## config.mk

```make
export PLATFORM = sky130hd
export DESIGN_NAME = serial_tx
export DESIGN_NICKNAME = d
export VERILOG_FILES = /design/src/rtl/serial_pkg.sv /design/src/rtl/serial_tx_bit_timer.sv /design/src/rtl/serial_tx.sv
export SDC_FILE = /design/constraint.sdc
export NUM_CORES = 1
export LEC_CHECK = 0
export BUFFER_PORTS_ARGS = -buffer_cell sky130_fd_sc_hd__buf_4
export CAP_MARGIN = 0
export CELL_PAD_IN_SITES_DETAIL_PLACEMENT = 0
export CELL_PAD_IN_SITES_GLOBAL_PLACEMENT = 1
export CORE_MARGIN = 2
export CORE_UTILIZATION = 43
export CTS_CLUSTER_DIAMETER = 60
export DETAILED_ROUTE_END_ITERATION = 8
export GPL_TIMING_DRIVEN = 0
export HOLD_SLACK_MARGIN = 0.05
export PLACE_DENSITY_LB_ADDON = 0.1
export SYNTH_ARGS = -nofsm -noshare
export SYNTH_HDL_FRONTEND = slang
export SYNTH_SLANG_ARGS = --single-unit
```

## constraint.sdc

```tcl
create_clock -name clk -period 3.89 [get_ports clk]
set_input_delay 0 -clock clk [delete_from_list [all_inputs] [get_ports clk]]
set_output_delay 0 -clock clk [all_outputs]
set_load 0.02 [all_outputs]
```

## src/rtl/serial_pkg.sv

```systemverilog
// Shared definitions for the single-wire serial link (transmitter and receiver).
package serial_pkg;

  // Frame FSM states; the receiver decodes the same encoding.
  typedef enum logic [1:0] {
    IDLE  = 2'd0,
    START = 2'd1,
    DATA  = 2'd2,
    STOP  = 2'd3
  } state_t;

  // Line levels used for framing.
  localparam logic START_BIT  = 1'b0;
  localparam logic STOP_BIT   = 1'b1;
  localparam logic IDLE_LEVEL = 1'b1;

endpackage

```

## src/rtl/serial_tx_bit_timer.sv

```systemverilog
// Bit-period timer: counts 0..CLKS_PER_BIT-1 and flags the last cycle of each bit.
module bit_timer #(
  parameter int CLKS_PER_BIT = 4
) (
  input  logic clk,
  input  logic rst,
  input  logic clr,
  output logic tick
);

  // At least one bit wide so CLKS_PER_BIT=1 still has a legal counter.
  localparam int TW = (CLKS_PER_BIT > 1) ? $clog2(CLKS_PER_BIT) : 1;
  localparam logic [TW-1:0] LAST = TW'(CLKS_PER_BIT - 1);

  logic [TW-1:0] count_reg;

  // Free-running period counter, held at zero while clr is asserted.
  always_ff @(posedge clk) begin
    if (rst || clr) begin
      count_reg <= '0;
    end else if (tick) begin
      count_reg <= '0;
    end else begin
      count_reg <= count_reg + TW'(1);
    end
  end

  // With CLKS_PER_BIT=1 the counter sits at zero and every cycle is a boundary.
  assign tick = (count_reg == LAST);

endmodule

```

## src/rtl/serial_tx.sv

```systemverilog
// Parallel-in, serial-out transmitter: start bit, WIDTH data bits LSB-first, stop bit.
module serial_tx
  import serial_pkg::*;
#(
  parameter int WIDTH        = 8,
  parameter int CLKS_PER_BIT = 4
) (
  input  logic             clk,
  input  logic             rst,
  input  logic [WIDTH-1:0] din,
  input  logic             load,
  output logic             ready,
  output logic             tx,
  output logic             busy,
  output logic             done
);

  localparam int IW = $clog2(WIDTH);
  localparam logic [IW-1:0] LAST_IDX = IW'(WIDTH - 1);

  state_t           state_reg, state_next;
  logic [WIDTH-1:0] shift_reg, shift_next;
  logic [IW-1:0]    bit_idx_reg, bit_idx_next;
  logic             tx_reg, tx_next;
  logic             done_reg, done_next;
  logic             tick;

  // The timer is parked at zero in IDLE so the start bit always gets a full period.
  bit_timer #(
    .CLKS_PER_BIT(CLKS_PER_BIT)
  ) u_bit_timer (
    .clk  (clk),
    .rst  (rst),
    .clr  (state_reg == IDLE),
    .tick (tick)
  );

  // State, shift register, bit index and the registered line output.
  always_ff @(posedge clk) begin
    if (rst) begin
      state_reg   <= IDLE;
      shift_reg   <= '0;
      bit_idx_reg <= '0;
      tx_reg      <= IDLE_LEVEL;
      done_reg    <= 1'b0;
    end else begin
      state_reg   <= state_next;
      shift_reg   <= shift_next;
      bit_idx_reg <= bit_idx_next;
      tx_reg      <= tx_next;
      done_reg    <= done_next;
    end
  end

  // Next-state logic; tx_next is the level for the upcoming state, so tx stays registered.
  always_comb begin
    state_next   = state_reg;
    shift_next   = shift_reg;
    bit_idx_next = bit_idx_reg;
    tx_next      = tx_reg;
    done_next    = 1'b0;
    unique case (state_reg)
      IDLE: begin
        tx_next = IDLE_LEVEL;
        if (load) begin
          state_next   = START;
          shift_next   = din;
          bit_idx_next = '0;
          tx_next      = START_BIT;
        end
      end
      START: begin
        if (tick) begin
          state_next = DATA;
          tx_next    = shift_reg[0];
        end
      end
      DATA: begin
        if (tick) begin
          // Last bit is found by compare, so a power-of-two WIDTH never wraps the index.
          if (bit_idx_reg == LAST_IDX) begin
            state_next = STOP;
            tx_next    = STOP_BIT;
          end else begin
            shift_next   = shift_reg >> 1;
            bit_idx_next = bit_idx_reg + IW'(1);
            tx_next      = shift_reg[1];
          end
        end
      end
      STOP: begin
        if (tick) begin
          state_next = IDLE;
          tx_next    = IDLE_LEVEL;
          done_next  = 1'b1;
        end
      end
      default: begin
        state_next = IDLE;
        tx_next    = IDLE_LEVEL;
      end
    endcase
  end

  assign ready = (state_reg == IDLE);
  assign busy  = (state_reg != IDLE);
  assign tx    = tx_reg;
  assign done  = done_reg;

endmodule
```

# == Word-level counts from Yosys, hierarchy flattened ==
# Index checks and enable logic that the tools add are counted.
# word_totals
latch_bits,0
register_bits,17
rom_bits,0
ramBits,0
wordCells,50
memories,0
input_bits,11
output_inout_bits,4
# op_classes
n_addsub,2
bitwise,1
muxes,21
eq_ne,11
n_reduce_logical,9
n_div,0
n_mul,0
n_lt_le_gt_ge,0
shifts,0
# ops
op,n
8-bit 2-to-1 mux,3
8-bit case mux with 2 select lines,1
"2-bit inequality test, second input constant",6
2-bit 2-to-1 mux,5
3-bit 2-to-1 mux,3
2-bit case mux with 4 select lines,1
"2-bit equality test, second input constant",3
1-bit 2-to-1 mux,6
3-bit case mux with 2 select lines,1
5-bit AND reduction,1
1-bit case mux with 4 select lines,1
4-bit AND reduction,1
2-bit nonzero test,2
2-bit OR reduction,2
"3-bit by 1-bit adder with 3-bit output, second input constant",1
"3-bit equality test, second input constant",1
3-bit AND reduction,1
"2-bit by 1-bit adder with 2-bit output, second input constant",1
"2-bit by 1-bit equality test with 1-bit output, second input constant",1
2-bit logical NOT,1
1-bit logical OR,1
1-bit inverter,1

# == Depth between registers and ports, before layout ==
# Gate-level depths: netlist (run 1).
# logic_depth
depth_word,4
mapped_depth,8
mapped_depth_nobuf,6

# == Cells and area by module ==
# A second synthesis (run 1) with hierarchy kept.
# unflattened
cells_unflattened,85
area_unflattened_um2,862.1
# modules_own_cells
mod,cells_each,instances,area_each_um2,seq_area_each_um2
serial_tx,80,1,782.0,300.3
bit_timer,5,1,80.1,40.0

# == Worst setup path before layout (run 1) ==
# No wires, ideal clock.
# synth_path
path_kind,register to register
start,reg state_reg[0]
end,reg shift_reg[2]
stages_incl_launch_ff,9
arrival_ns,1.650
slack_ns,2.160
n_path_buf,2
setup_time_ns,0.079
synth_period_minus_slack_ns,1.730
t_required_ns,3.811
path_cell_list,dfxtp_1 -> inv_1 -> ha_1 -> buf_4 -> mux2i_1 -> a21oi_4 -> buf_6 -> nor2_1 -> a211oi_2
# synth_between
elab_chain_cells,3
word_cells_on_any_way,8
cone_classes,eq/ne (4); mux (1); reduce/logical (3)
# synth_rtl
item,line,source
from (decl),serial_tx.sv:21,"state_t state_reg, state_next;"
from (signal assigned),serial_tx.sv:47,state_reg <= state_next;
2-bit logical NOT *,--,
via ready,serial_tx.sv:12,"output logic ready,"
2-bit inequality test (no line) / 2-bit nonzero test (equally long branches),--,
4-bit AND reduction (no line),--,
to (signal assigned),serial_tx.sv:48,shift_reg <= shift_next;
to (decl),serial_tx.sv:22,"logic [WIDTH-1:0] shift_reg, shift_next;"
# The timed path passes the listed nets; every way through them passes the cells marked *.
# A chain may end at the register's enable or synchronous reset.

# == Worst setup path in the final report (run 1) ==
# layout_path
start,reg state_reg[0]
end,reg shift_reg[2]
# layout_between
elab_chain_cells,3
word_cells_on_any_way,8
cone_classes,eq/ne (4); mux (1); reduce/logical (3)
# layout_rtl
item,line,source
2-bit equality test / 2-bit logical NOT (equally long branches),serial_tx.sv:62,unique case (state_reg)
2-bit inequality test (no line) / 2-bit nonzero test (equally long branches),--,
4-bit AND reduction (no line),--,
# Parallel ways exist; a longest one is shown, timed or not.

==> flow_metrics.py, run 1 <==
metrics = {
    "cts": {
        "clock-sinks": 17,
        "cts-htree-levels": 1,
        "clock_latency_ns": 0.30,
        "cts_buffers": 3,
        "postCtsHoldBufs": 5,
        "root_buffer": "clkbuf_4",
        "clk_pin_slew_ns": 0.10,
        "postCtsSetupBuffers": 0,
        "cts_resized": 0,
        "cts_buffer_depth": 2,
        "cts_tree": "done",
    },
    "yosys": {
        "synth_area_per_cell_um2": 9.95,
        "synth_area_um2": 846,
        "yosysSeqAreaShare_pct": 40.2,
        "yosys_warnings": 0,
        "ys_seq_elements": 17,
        "synth_cell_types": 26,
        "syn-instance-count": 85,
        "synth_nets": 103,
    },
    "global_route": {
        "grt.total_usage_pct": 15.9,
        "antenna_found_initial": 0,
        "grt_max_degree": 11,
        "grt_pass1_wl_um": 2910,
        "overflow": 0,
        "first_global_vias": 690,
    },
    "finish": {
        "final_common_cell": "dfxtp_1",
        "fillCellCount": 187,
        "largest_reg_flops": 8,
        "diodes": 0,
        "drive_gt1_share_pct": 20.6,
        "nets": 126,
        "final_cell_mix": "dfxtp_1 (17), buf_4 (14), nor2_1 (13)",
        "layout.cells.non_filler": 134,
        "areaGrowthSynthToFinish_pct": 24.6,
    },
    "drt": {
        "drt-total-wl_um": 1600,
        "via_count": 674,
        "vias_per_cell": 5.03,
        "wl_met1_um": 755,
        "routed-wl-met3_um": 56,
        "wl_met2_um": 764,
        "ant_nets": 0,
        "maxUsedRoutingLayer": "met4",
        "drc": 0,
        "drtPass1Iterations": 4,
        "first_iter_violations": 4,
        "drt-wirelength-per-cell_um": 11.9,
    },
    "setup_path": {
        "endpoint_kind": "flip-flop",
        "path_class": "reg2reg",
        "crit_required_ns": 4.12,
        "worstPathArrival_ns": 2.04,
        "start_kind": "flip-flop",
        "cp_max_fo": 10,
    },
    "placed_design": {
        "dp_slack_ns": 2.09,
        "dp_hpwl_um": 1100,
        "io_buffers": 13,
        "place.gp.congestion": 0.803,
        "placed_cells": 125,
    },
    "worst_hold_path": {
        "hp-class": "in2reg",
    },
    "floorplanning": {
        "die_h_um": 48.4,
        "dieWidth_um": 48.4,
        "rows": 16,
        "start_util_pct": 44.5,
        "core_area_um2": 1900,
        "die_area_um2": 2340,
        "io_pins": 15,
    },
    "sta": {
        "fin_crit_ns": 1.82,
        "skew_ns": 0.00276,
        "hold_violations": 0,
        "slew_headroom_pct": 65.2,
        "setup_viol": 0,
        "rsz0062_at_grt": "no",
        "tns_ns": 0,
        "finalCritPeriodShare_pct": 46.7,
        "clock.fmax_mhz": 550,
        "tightest_slew_ns": 0.523,
        "slew_violations": 0,
        "fin_ws_ns": 2.07,
    },
    "pwr": {
        "power.share.sequential_pct": 34.4,
        "switchingPower_uw": 317,
        "clock_power_share_pct": 12.9,
        "power_uw": 778,
        "vdd_drop_max_mv": 0.343,
        "p_leak_uw": 0.000458,
        "internal_power_uw": 461,
        "pwr-share-comb_pct": 52.7,
        "switching_share_pct": 40.7,
        "pwr_density_cell_nw_per_um2": 739,
    },
    "run_status": {
        "status": "completed",
    },
    "flow_run": {
        "max_cap_violations": 0,
    },
}
-- kinds of logic after synthesis --
logic type	Yosys count	synth area share, %
multiplexers	12	14.2
adder cells (fa/ha/maj)	7	10.4
AO/OA/AOI/OAI	15	15.7
buffers and inverters	10	5.92
flip-flops	17	40.2
AND/OR/NAND/NOR	24	13.6
-- worst max-delay path: stages (launching register included) --
cell	delay [ns]
dfxtp_1	0.38
inv_1	0.09
ha_1	0.21
buf_4	0.17
mux2i_1	0.15
a21oi_4	0.31
buf_6	0.20
nor2_1	0.06
a211oi_2	0.17
-- power groups by stage --
stage / Clock [uW] / Sequential (uW) / Combinational, uW
after floorplan: 0 / 269 / 318
after global placement: 0 / 270 / 404
after detailed placement: 0 / 272 / 408
after CTS: 103 / 267 / 414
after global routing: 110 / 275 / 461
final: 100 / 268 / 410
-- layer usage --
layer | vias to the layer above | track usage [%]
met2 | 14 | 28.0
met3 | 3 | 3.70
met4 | 0 | 7.14
li1 | 347 | -
met5 | - | 0
met1 | 310 | 18.4
-- path summary, 6_finish.rpt --
| kind | start | endpoint | slack (ns) | depth (start not counted) |
|---|---|---|---|---|
| max | state_reg[0] | shift_reg[2] | 2.07 | 8 |
| min reg2reg | u_bit_timer.count_reg[0] | u_bit_timer.count_reg[0] | 0.46 | 1 |
| min | din[1] | shift_reg[1] | 0.05 | 3 |
| max reg2reg | state_reg[0] | shift_reg[2] | 2.07 | 8 |
-- cell usage after synthesis (all sizes together) --
cell type,n,share of area (%)
clkbuf,2,0.89
mux2i,12,14
inv,5,2.2
nand2b,3,2.2
o311a,1,1.2
a21oi,2,2.5
a211o,1,1.0
dfxtp,17,40
ha,7,10
o21ai,1,0.59
nand2,1,0.44
a211oi,8,8.3
nand3,1,0.59
a221oi,1,1.0
and2,2,1.5
nor4,1,0.74
buf,3,2.8
and3,1,0.74
nor3,1,0.59
o221ai,1,1.0
nor2,13,5.8
nor4b,1,1.0
-- final cells by class --
type	instances	area (um2)	area share (%)
Buffer	5	31.3	2.97
Clock buffer	4	26.3	2.49
Inverter	5	18.8	1.78
Multi-Input combinational cell	58	455	43.2
Sequential cell	17	340	32.3
Tap cell	27	33.8	3.21
Timing Repair Buffer	18	148	14.0
-- through the flow --
| stage | util, % | hold WS (ns) | instance area [um2] |
|---|---|---|---|
| floorplan | - | 0.165 | 846 |
| global placement | 51.4 | 0.300 | 977 |
| detailed placement | 51.4 | 0.306 | 977 |
| CTS | 55.4 | 0.0521 | 1050 |
| global route | 55.4 | 0.0710 | 1050 |
| finish | 55.4 | 0.0504 | 1050 |
Power figures use the tool's default switching activity.
==> run 2, diff against run 1 <==
CORE_UTILIZATION = 36   (was 43)
clock period = 1.54 ns   (was 3.89 ns; I/O delays follow)
==> flow_metrics.py, run 2 (synthesis results as in run 1) <==
metrics = {
    "global_route": {
        "overflow": 0,
        "gr-usage-met1_pct": 18.4,
        "busiest_layer": "met2",
        "grt.total_usage_pct": 15.7,
        "antenna_found_initial": 0,
        "grt_max_degree": 11,
        "grt_pass1_wl_um": 3060,
        "met2_usage_pct": 26.0,
        "globalRouteMet3Util_pct": 3.43,
        "first_global_vias": 706,
    },
    "setup_path": {
        "worstRegToRegCells": 7,
        "crit_start": "bit_idx_reg[1]",
        "path_class": "reg2reg",
        "endpoint_kind": "flip-flop",
        "worstPathArrival_ns": 1.69,
        "r2r-start": "bit_idx_reg[1]",
        "cp_max_fo": 5,
        "start_kind": "flip-flop",
        "crit_required_ns": 1.71,
    },
    "cts": {
        "cts_tree": "done",
        "clock-sinks": 17,
        "cts-htree-levels": 1,
        "cts_buffers": 3,
        "clock_latency_ns": 0.30,
        "cts_buffer_depth": 2,
        "clk_pin_slew_ns": 0.11,
        "root_buffer": "clkbuf_4",
    },
    "drt": {
        "via_count": 688,
        "vias_per_cell": 4.88,
        "drt-wirelength-per-cell_um": 12.8,
        "ant_nets": 0,
        "drtPass1Iterations": 3,
        "drt-total-wl_um": 1800,
        "first_iter_violations": 3,
        "drc": 0,
    },
    "pwr": {
        "power_uw": 2320,
        "pwr_density_cell_nw_per_um2": 1890,
        "vdd_drop_max_mv": 0.858,
        "p_leak_uw": 0.000492,
    },
    "worst_hold_path": {
        "holdCritStartpoint": "din[1]",
        "hp-class": "in2reg",
        "worstHoldPathCells": 3,
    },
    "finish": {
        "layout.cells.non_filler": 141,
        "final_cell_mix": "buf_4 (18), nor2_1 (13), dfxtp_1 (13)",
        "diodes": 0,
        "fin_util_pct": 55.3,
        "areaGrowthSynthToFinish_pct": 44.7,
        "nets": 132,
        "final_common_cell": "buf_4",
        "drive_gt1_share_pct": 40.7,
        "largest_reg_flops": 8,
    },
    "placed_design": {
        "placed_cells": 126,
        "dp_hpwl_um": 1160,
        "place.gp.congestion": 0.788,
        "io_buffers": 13,
    },
    "sta": {
        "clock.fmax_mhz": 660,
        "hold_violations": 0,
        "slew_violations": 0,
        "fin_crit_ns": 1.52,
        "rsz0062_at_grt": "yes",
        "skew_ns": 0.00506,
        "setup_viol": 0,
        "finalCritPeriodShare_pct": 98.4,
        "tightest_slew_ns": 0.534,
        "slew_headroom_pct": 64.4,
    },
    "flow_run": {
        "max_cap_violations": 0,
    },
    "floorplanning": {
        "die_area_um2": 2750,
        "dieWidth_um": 52.5,
        "rows": 17,
        "io_pins": 15,
        "core_area_um2": 2210,
        "start_util_pct": 38.2,
        "die_h_um": 52.5,
    },
    "run_status": {
        "status": "completed",
    },
}
[run 2: cell type report]
| type | instances | area (um2) |
|---|---|---|
| clock buffers | 3 | 22.5 |
| well taps | 28 | 35.0 |
| clock inverters | 1 | 5.00 |
| repair buffers | 25 | 216 |
| fillers | 215 | 988 |
| flip-flops and latches | 17 | 348 |
| multi-input cells | 58 | 552 |
| plain buffers | 4 | 23.8 |
| inverters | 5 | 21.3 |
[run 2: worst paths after layout]
| path | endpoint | slack, ns |
|---|---|---|
| setup reg to reg | bit_idx_reg[2] | 0.02 |
| hold reg to reg | u_bit_timer.count_reg[0] | 0.45 |
| hold / removal | shift_reg[1] | 0.06 |
| setup / recovery | bit_idx_reg[2] | 0.02 |
[run 2: per-stage QoR]
stage | worst slack [ns] | setup TNS (ns) | area, um2 | hold slack (ns)
final | 0.0240 | 0 | 1220 | 0.0617
after global routing | -0.0478 | -0.193 | 1220 | 0.0810
after CTS | 0.0179 | 0 | 1160 | 0.0579
after detailed placement | -0.177 | -1.36 | 1010 | 0.302
after global placement | -0.159 | -1.17 | 1010 | 0.290
after floorplan | -0.0163 | -0.0326 | 876 | 0.165
[run 2: critical path, cell delays in order (launching register included)]
cell	delay, ns
dfxtp_2	0.35
ha_4	0.16
ha_4	0.16
nand2b_4	0.14
a21oi_4	0.19
buf_12	0.14
mux2i_1	0.21
nor2_1	0.06
[run 2: layer usage]
layer	routed length, um	vias to the layer above
met4	32	0
met3	52	4
li1	-	359
met5	0	-
met1	848	314
met2	870	11
[run 2: power breakdown]
part	total, uW	internal, uW	switching [uW]
clock network	250	96.7	153
registers	692	602	89.9
logic	1380	709	666
total	2320	1410	909
[run 2: what timing repair did]
| item | CTS | global route |
|---|---|---|
| cloned | 0 | 0 |
| endpoints found under the hold margin | 5 | 0 |
| hold buffers | 5 | 0 |
| resized for setup | 8 | 10 |
| setup endpoints to repair | 13 | 13 |
| pin swaps | 1 | 6 |
| setup buffers | 5 | 2 |
==> run 3, diff against run 2 <==
CORE_UTILIZATION = 43   (was 36)
clock period = 1.85 ns   (was 1.54 ns; I/O delays follow)
==> flow_metrics.py, run 3 (synthesis results as in run 1) <==
metrics = {
    "run_status": {
        "status": "completed",
    },
    "floorplanning": {
        "die_area_um2": 2340,
        "dieWidth_um": 48.4,
        "core_area_um2": 1900,
        "rows": 16,
        "die_h_um": 48.4,
        "start_util_pct": 44.5,
        "io_pins": 15,
    },
    "setup_path": {
        "crit_required_ns": 2.04,
        "endpoint_kind": "flip-flop",
        "path_class": "reg2reg",
        "start_kind": "flip-flop",
        "cp_max_fo": 6,
        "worstPathArrival_ns": 1.94,
    },
    "cts": {
        "clk_pin_slew_ns": 0.10,
        "clock-sinks": 17,
        "cts-htree-levels": 1,
        "cts_resized": 0,
        "cts_buffers": 3,
        "clock_latency_ns": 0.30,
        "cts_tree": "done",
        "root_buffer": "clkbuf_4",
        "cts_buffer_depth": 2,
    },
    "sta": {
        "fin_crit_ns": 1.74,
        "slew_headroom_pct": 64.3,
        "clock.fmax_mhz": 574,
        "tns_ns": 0,
        "setup_viol": 0,
        "slew_violations": 0,
        "rsz0062_at_grt": "no",
        "skew_ns": 0.00220,
        "hold_violations": 0,
        "tightest_slew_ns": 0.536,
        "finalCritPeriodShare_pct": 94.1,
        "fin_ws_ns": 0.109,
    },
    "drt": {
        "ant_nets": 0,
        "drt-wirelength-per-cell_um": 12.0,
        "drc": 0,
        "via_count": 674,
        "drt-total-wl_um": 1640,
        "vias_per_cell": 4.96,
        "first_iter_violations": 4,
        "drtPass1Iterations": 3,
    },
    "global_route": {
        "grt_max_degree": 11,
        "grt_pass1_wl_um": 2910,
        "first_global_vias": 690,
        "overflow": 0,
        "antenna_found_initial": 0,
        "grt.total_usage_pct": 15.9,
    },
    "finish": {
        "final_common_cell": "dfxtp_1",
        "fillCellCount": 183,
        "largest_reg_flops": 8,
        "areaGrowthSynthToFinish_pct": 27.8,
        "drive_gt1_share_pct": 22.0,
        "final_cell_mix": "dfxtp_1 (17), buf_4 (15), nor2_1 (13)",
        "nets": 128,
        "diodes": 0,
    },
    "pwr": {
        "p_leak_uw": 0.000472,
        "power_uw": 1720,
        "vdd_drop_max_mv": 0.726,
        "pwr_density_cell_nw_per_um2": 1590,
    },
    "worst_hold_path": {
        "hp-class": "in2reg",
    },
    "placed_design": {
        "dp_slack_ns": 0.0494,
        "io_buffers": 13,
        "place.gp.congestion": 0.803,
        "dp_hpwl_um": 1100,
    },
    "flow_run": {
        "max_cap_violations": 0,
    },
}
run 3: changes by cell type in the layout (fill, tap and decap cells not counted), moves of 2 or more:
cell	change
ha_1	+7
inv_1	+2
ha_4	-5
dfxtp_1	+4
ha_2	-2
buf_4	-3
dfxtp_2	-3
run 3: critical path, stage by stage, from the launching register on:
cell and delay [ns]:
dfxtp_1 0.38, inv_1 0.09, ha_1 0.30, nor3_1 0.29, o221ai_1 0.24, o311a_1 0.34
run 3: metrics by stage:
step	util, %	hold slack [ns]	cells	cell area (um2)
6_report	56.8	0.0531	136	1080
5_1_grt	56.8	0.0709	136	1080
4_1_cts	55.4	0.0521	134	1050
3_5_place_dp	51.4	0.306	125	977
3_3_place_gp	51.4	0.300	125	977
2_1_floorplan	-	0.165	85	846
run 3: path summary, 6_finish.rpt:
kind / start / to / slack (ns) / depth (start not counted)
setup / recovery: state_reg[0] / state_reg[0] / 0.11 / 5
hold / removal: din[1] / shift_reg[1] / 0.05 / 3
hold reg to reg: u_bit_timer.count_reg[0] / u_bit_timer.count_reg[0] / 0.46 / 1
setup reg to reg: state_reg[0] / state_reg[0] / 0.11 / 5
run 3: layout make-up:
type / instances / area [um2] / share of cell area, %
Multi-Input combinational cell: 58 / 455 / 42.1
Sequential cell: 17 / 340 / 31.5
Timing Repair Buffer: 20 / 175 / 16.2
Tap cell: 27 / 33.8 / 3.12
Buffer: 5 / 31.3 / 2.89
Clock buffer: 4 / 26.3 / 2.43
Inverter: 5 / 18.8 / 1.74
run 3: layer usage:
layer	GRT usage [%]	share of wire, %
met1	18.4	48
met4	7.14	1.3
met3	3.70	3.3
met2	28.0	47
met5	0	0
run 3: report_power, final:
group          total [uW]  switching (uW)  internal (uW)
sequential            564            72.6            492
clock                 210             126           84.0
combinational         947             486            461
total                1720             685           1040
run 3: timing repair:
| item | CTS | global route |
|---|---|---|
| setup buffers | 0 | 2 |
| hold buffers | 5 | 0 |
| setup endpoints to repair | 0 | 7 |
| endpoints found under the hold margin | 5 | 0 |
